### src/rtl/board_frame_tx.sv
// board_frame_tx: reads a ROWSxCOLS board of 2-bit cell codes through a
// synchronous read port and streams it as a framed byte sequence
// (SOF, packed cell bytes, XOR checksum) over a valid/ready link.
module board_frame_tx #(
  parameter int         ROWS = 10,
  parameter int         COLS = 10,
  parameter logic [7:0] SOF  = 8'hA5
) (
  input  logic       clk,
  input  logic       rst,
  input  logic       start,
  input  logic       board_sel,
  output logic       rd_sel,
  output logic       rd_en,
  output logic [6:0] rd_addr,
  input  logic [1:0] rd_code,
  output logic [7:0] tx_data,
  output logic       tx_valid,
  input  logic       tx_ready,
  output logic       busy,
  output logic       done
);

  // Four cells per byte; the board size is expected to be a multiple of 4.
  localparam logic [4:0] BYTES = 5'(ROWS * COLS / 4);

  typedef enum logic [2:0] {IDLE, HDR, FETCH, SEND, CHK, DONE} state_t;

  state_t     state;
  logic [6:0] idx;       // first cell index of the byte being assembled
  logic [4:0] byte_cnt;  // data bytes already handed to the consumer
  logic [7:0] chk;       // running XOR of the data bytes
  logic [2:0] fcnt;      // cycle within the 5-cycle fetch window
  logic [5:0] cells_p1;  // first three captured cells of the current byte

  // First cell of the byte lands in the MSBs.
  function automatic logic [7:0] pack_byte(input logic [5:0] first3,
                                           input logic [1:0] last);
    return {first3, last};
  endfunction

  function automatic logic [7:0] next_chk(input logic [7:0] acc,
                                          input logic [7:0] b);
    return acc ^ b;
  endfunction

  // ---- stage p1: capture read data one cycle after each read strobe ----
  // Collect returning cell codes; fcnt=0 is the first read, so nothing returns yet.
  always_ff @(posedge clk) begin
    if (state == FETCH && fcnt != 3'd0) begin
      cells_p1 <= {cells_p1[3:0], rd_code};
    end
  end

  // ---- control FSM with registered outputs ----
  // Sequence header, cell fetch, byte send and checksum; all outputs registered.
  always_ff @(posedge clk) begin
    if (rst) begin
      state    <= IDLE;
      tx_valid <= 1'b0;
      tx_data  <= 8'h00;
      rd_en    <= 1'b0;
      rd_addr  <= 7'd0;
      rd_sel   <= 1'b0;
      busy     <= 1'b0;
      done     <= 1'b0;
      idx      <= 7'd0;
      byte_cnt <= 5'd0;
      chk      <= 8'h00;
      fcnt     <= 3'd0;
    end else begin
      case (state)
        IDLE: begin
          done <= 1'b0;
          if (start) begin
            rd_sel   <= board_sel;
            busy     <= 1'b1;
            idx      <= 7'd0;
            byte_cnt <= 5'd0;
            chk      <= 8'h00;
            tx_data  <= SOF;
            tx_valid <= 1'b1;
            state    <= HDR;
          end
        end
        HDR: begin
          if (tx_ready) begin
            tx_valid <= 1'b0;
            rd_en    <= 1'b1;
            rd_addr  <= idx;
            fcnt     <= 3'd0;
            state    <= FETCH;
          end
        end
        FETCH: begin
          fcnt <= fcnt + 3'd1;
          // Reads go out on fcnt 0..3; the last code returns at fcnt 4.
          if (fcnt < 3'd3) begin
            rd_addr <= rd_addr + 7'd1;
          end else begin
            rd_en <= 1'b0;
          end
          if (fcnt == 3'd4) begin
            tx_data  <= pack_byte(cells_p1, rd_code);
            tx_valid <= 1'b1;
            state    <= SEND;
          end
        end
        SEND: begin
          if (tx_ready) begin
            tx_valid <= 1'b0;
            chk      <= next_chk(chk, tx_data);
            idx      <= idx + 7'd4;
            byte_cnt <= byte_cnt + 5'd1;
            if (byte_cnt == BYTES - 5'd1) begin
              tx_data  <= next_chk(chk, tx_data);
              tx_valid <= 1'b1;
              state    <= CHK;
            end else begin
              rd_en   <= 1'b1;
              rd_addr <= idx + 7'd4;
              fcnt    <= 3'd0;
              state   <= FETCH;
            end
          end
        end
        CHK: begin
          if (tx_ready) begin
            tx_valid <= 1'b0;
            done     <= 1'b1;
            busy     <= 1'b0;
            state    <= DONE;
          end
        end
        DONE: begin
          done  <= 1'b0;
          state <= IDLE;
        end
        default: state <= IDLE;
      endcase
    end
  end

endmodule

### config.mk
export PLATFORM = sky130hd
export DESIGN_NAME = board_frame_tx
export DESIGN_NICKNAME = d
export VERILOG_FILES = /design/src/rtl/board_frame_tx.sv
export SDC_FILE = /design/constraint.sdc
export NUM_CORES = 1
export LEC_CHECK = 0
export ABC_AREA = 1
export BUFFER_PORTS_ARGS = -buffer_cell sky130_fd_sc_hd__buf_4
export CAP_MARGIN = 25
export CORE_ASPECT_RATIO = 2
export CORE_MARGIN = 5
export CORE_UTILIZATION = 58
export CTS_CLUSTER_SIZE = 16
export DETAILED_ROUTE_END_ITERATION = 16
export MAX_ROUTING_LAYER = met4
export PLACE_DENSITY = 0.79
export REMOVE_ABC_BUFFERS = 1
export SYNTH_ARGS = -nofsm -noshare
export SYNTH_HDL_FRONTEND = slang
export SYNTH_SLANG_ARGS = --single-unit
### constraint.sdc
create_clock -name clk -period 2.1 [get_ports clk]
set_input_delay 0.42 -clock clk [delete_from_list [all_inputs] [get_ports clk]]
set_output_delay 0.42 -clock clk [all_outputs]
set_load 0.1 [all_outputs]
; Word-level counts from Yosys, hierarchy flattened
; Cells that the tools add are included.
[totals]
ff_bits = 52
out_inout_bits = 20
word_cells = 100
[classes]
n_addsub = 4
n_lt_le_gt_ge = 1
n_eq_ne = 17
mux = 43
bitwise_logic = 1
reduce_logical = 21
[ops]
columns = operator, count
row1 = $mux W8, 6
row2 = $mux W7, 6
row3 = $mux W3, 9
row4 = $reduce_and A5 Y1, 5
row5 = $pmux W8 S3, 1
row6 = $pmux W7 S3, 1
row7 = $pmux W8 S2, 1
row8 = $pmux W3 S5, 1
row9 = $ne A2 B2 Y1 const B, 7
row10 = $pmux W7 S2, 1
row11 = $mux W5, 2
row12 = $pmux W5 S2, 1
row13 = $eq A3 B3 Y1 const B, 3
row14 = $mux W1, 9
row15 = $pmux W3 S3, 1
row16 = $reduce_bool A3 Y1, 3
row17 = $xor A8 B8 Y8, 1
row18 = $add A7 B1 Y7 const B, 1
row19 = $add A7 B3 Y7 const B, 1
row20 = $eq A3 B2 Y1 const B, 2
row21 = $ne A2 B1 Y1 const B, 3
row22 = $reduce_and A3 Y1, 2
row23 = $reduce_bool A2 Y1, 3
row24 = $add A5 B1 Y5 const B, 1
row25 = 13 further kinds, 16

; Longest topological paths before layout
[depth]
depth_word = 4
depth_mapped = 11

; Worst setup path before layout
; No wires, ideal clock.
[synth_path]
kind = register -> register
from = register rd_addr[0]
to = register rd_addr[6]
setup_time_ps = 111
arrival_ps = 1904
t_required_ps = 1989
setup_slack_ps = 84
stages_incl_launch_ff = 9
n_path_buf = 0
period_less_slack_ps = 2016
cell_sequence = dfxtp_1 -> ha_1 -> nand2_1 -> nor2_1 -> nand3_1 -> nand3_1 -> nand2_1 -> nor2_1 -> nor2_1
[synth_via]
elab_chain_cells = 3
[synth_lines]
columns = item, line
row1 = "start, declared", 15  ; output logic [6:0] rd_addr,
row2 = "start signal, assigned", 90  ; rd_addr <= idx;
row3 = "start signal, assigned", 99  ; rd_addr <= rd_addr + 7'd1;
row4 = "start signal, assigned", 121  ; rd_addr <= idx + 7'd4;
row5 = $add A7 B1 Y7, 99
row6 = $mux W7, 98  ; if (fcnt < 3'd3) begin
row7 = $pmux W7 S3, 72  ; case (state)
; Every way passes these cells. The select of a mux whose other input is x is not followed.
; A chain may end at the register's enable or synchronous reset.

; Worst setup path after layout
[layout_path]
from = register state[2]
to = register rd_addr[0]
[layout_via]
elab_chain_cells = 3
elab_cells_between_ends = 10
classes_between = eq/ne: 7 / mux: 1 / reduce/logical: 2
[layout_lines]
columns = item, line
row1 = "start, declared", 29  ; state_t state;
row2 = "start signal, assigned", 59  ; state <= IDLE;
row3 = "start signal, assigned", 83  ; state <= HDR;
row4 = "start signal, assigned", 92  ; state <= FETCH;
row5 = $eq A3 B2 Y1 / $eq A3 B1 Y1 (equally long branches), 72
row6 = "$ne A2 B1 Y1 (no line), or another cell as far along", n/a
row7 = $reduce_and A5 Y1 (no line), n/a
; Several ways; a longest one is shown, not always the timed one.

==> out/qor.yml <==
timing:
  fin_tns_setup_ns: 0
  relSlewSlack_pct: 68.4
  max_freq_mhz: 551
  rsz0062_at_grt: "false"
  period_minus_slack_ns: 1.81
  holdWs_ns: 0.292
  finalClockSkew_ns: 0.00886
  tightest_slew_ns: 0.473
  report.final.hold_viol_count: 0
  setup-violations-final: 0
  fin_crit_sh_pct: 86.4
  maxSlewViolCount: 0
min_path:
  hold_path_class: "input pin to flop"
  min_from: "rd_code[1]"
pwr:
  leakagePower_nw: 1.35
  max-vdd-ir-drop_v: 0.00102
  power_density_nw_per_um2: 1700
detailed_routing:
  final_antenna_net_count: 0
  drc_errors: 0
  avgViaCountPerCell: 5.33
  dr.pass1.iters: 4
  wire_per_inst_um: 13.1
  num_vias: 2453
  routed_wl_um: 6040
  drt-initial-drc-count: 107
cells_and_area:
  fillCellCount: 422
  antenna_cells: 0
  final_layout_size_suffix_gt1_share_pct: 13.8
  area_growth_pct: 14.5
  fin_nets: 418
placed_design:
  place_hpwl_um: 4510
  gp_congestion: 0.845
  io_buffers: 26
cts:
  clk_pin_slew_worst_paths_ns: 0.09
  post_cts_buffers: 0
  cts_hold_buf: 0
  numClockSinks: 50
  cts_tree: "built"
  cts_root_buf: "clkbuf_8"
  cts.path.max_buffers: 2
  cts_buffers: 5
  cts_resized: 0
  cts.htree.levels: 2
  clock_latency_ns: 0.31
die:
  die-area_sq_um: 5990
  die_w_um: 57.3
  io_pins: 27
  die_h_um: 105
  placementRows: 34
  floorplan.core_area_sq_um: 4340
  initial_core_util_pct: 59.8
logic_synthesis:
  synth_cells: 377
  yosys.cell_types.count: 31
  postSynth.asyncResetShare_pct: 0
  yosys_most_used_dff: "dfxtp_1"
  ys_seq_area_share_pct: 40.9
  postSynthAreaPerCell_sq_um: 6.88
  synth_edf_count: 6
  synth-seq-cells: 50
  yosysTopAreaCell: "dfxtp_1"
  yosysWarnings: 0
  ys_top_cells_by_area: "dfxtp_1 34%, nand2_1 14%, nor2_1 9.6%"
  synth_top_area_share_pct: 34.0
  syn_area_sq_um: 2590
critical_path:
  reg2reg_from: "state[2]$_SDFFE_PP0P_"
  critical_path_required_ns: 2.30
  cp_max_fo: 12
  crit_start: "state[2]$_SDFFE_PP0P_"
  critPathLaunchType: "flop"
  arrival_ns: 2.02
  critPathKind: "flop to flop"
  end_kind: "flop"
global_routing:
  grt_max_degree: 22
  grt_overflow: 0
  grt_pass1_wl_um: 10400
  grt_pass1_vias: 2409
  grt_antenna_before_repair: 0
  grt_use_total_pct: 22.2
outcome:
  status: "finished clean"
flow_run:
  max-cap-violations: 0
==> stage by stage <==
stage / instance area [sq um] / utilization, % / power, mW / worst slack [ns] / instances
after detailed placement: 2840 / 65.4 / 4.27 / 0.314 / 452
after CTS: 2970 / 68.4 / 5.07 / 0.289 / 460
final: 2970 / 68.4 / 5.05 / 0.285 / 460
after floorplan: 2530 / - / 3.63 / 0.0763 / 366
after global routing: 2970 / 68.4 / 5.39 / 0.0928 / 460
after global placement: 2840 / 65.4 / 4.23 / 0.407 / 452
==> cells in the mapped netlist (2+ instances only) <==
master and n:
inv_1 36, nand4_1 6, buf_4 4, xor2_1 8, nor2_1 66, nand3_1 28, a21oi_1 29, clkbuf_1 4
or2_2 2, o21ai_0 9, xnor2_1 4, ha_1 6, dfxtp_1 44, a211oi_1 2, inv_2 4, nand2_2 3
nor2_2 4, nand2_1 100, edfxtp_1 6
==> cells in the final DEF, fill, tap and decap left out <==
master and n:
or2_2 2, inv_4 1, xor2_1 8, nand2_4 1, buf_4 32, clkinv_1 1
nor2_1 66, bufinv_16 2, a21oi_1 29, dfxtp_1 44, and2_1 1, edfxtp_1 6
clkbuf_8 5, xnor2_1 4, inv_2 4, nor2_4 1, o21ai_0 9, nor2_2 4
ha_1 6, nand2_2 3, o211ai_1 1, a211oi_2 1, nand2_1 100, nand3_1 28
inv_1 36, a211oi_1 2, nand3b_1 1, nand4_1 6, o21bai_1 1, nor3_1 1
==> registers in the layout, indices dropped and copies added, names as in the netlist <==
signal / flops
fcnt: 3
byte_cnt: 5
busy: 1
state: 3
tx_valid: 1
done: 1
chk: 8
tx_data: 8
rd_en: 1
rd_sel: 1
cells_p1: 6
idx: 5
rd_addr: 7
==> critical path, stage by stage (launching register included) <==
cell and delay [ns]:
dfxtp_1 0.56, inv_4 0.09, nand2_2 0.20, nor2_4 0.09, nand2_1 0.09, nand4_1 0.38, nor2_1 0.23, nor2_1 0.06
==> cell type report <==
class	count	area [sq um]	share of cell area [%]
clock buffer	5	68.8	2.32
clock inverter	3	63.8	2.15
inverter	41	156	5.27
multi-input combinational	275	1310	44.2
sequential	50	1060	35.7
tap	54	67.6	2.28
timing repair buffer	32	240	8.09
==> report_power, final <==
| group | switching (mW) | leakage, nW | internal, mW |
|---|---|---|---|
| Clock | 0.326 | 0.0658 | 0.471 |
| Sequential | 0.245 | 0.414 | 1.19 |
| Combinational | 2.14 | 0.868 | 0.681 |
==> final timing paths <==
kind / end / slack [ns] / depth (start not counted)
worst max-delay path: rd_addr[0]$_SDFFE_PP0P_ / 0.29 / 7
worst min-delay path: cells_p1[1]$_DFFE_PP_ / 0.29 / 1
worst max register to register: rd_addr[0]$_SDFFE_PP0P_ / 0.29 / 7
worst min register to register: rd_sel$_SDFFE_PP0P_ / 0.45 / 2
==> layer usage <==
metal	GRT usage, %	share of wire (%)	up-vias
li1	-	-	1245
met1	21.5	38	1132
met2	41.1	55	58
met3	2.72	3.8	18
met4	11.6	3.2	0
met5	-	0	-
==> cell families after synthesis <==
logic type      synth area share (%)
xor+xnor                        4.05
fa+ha+maj                       2.89
simple gates                    34.6
buf+inv                         8.54
compound gates                  8.97
flops                           40.9
No activity file was read; power rests on OpenSTA's default activity.
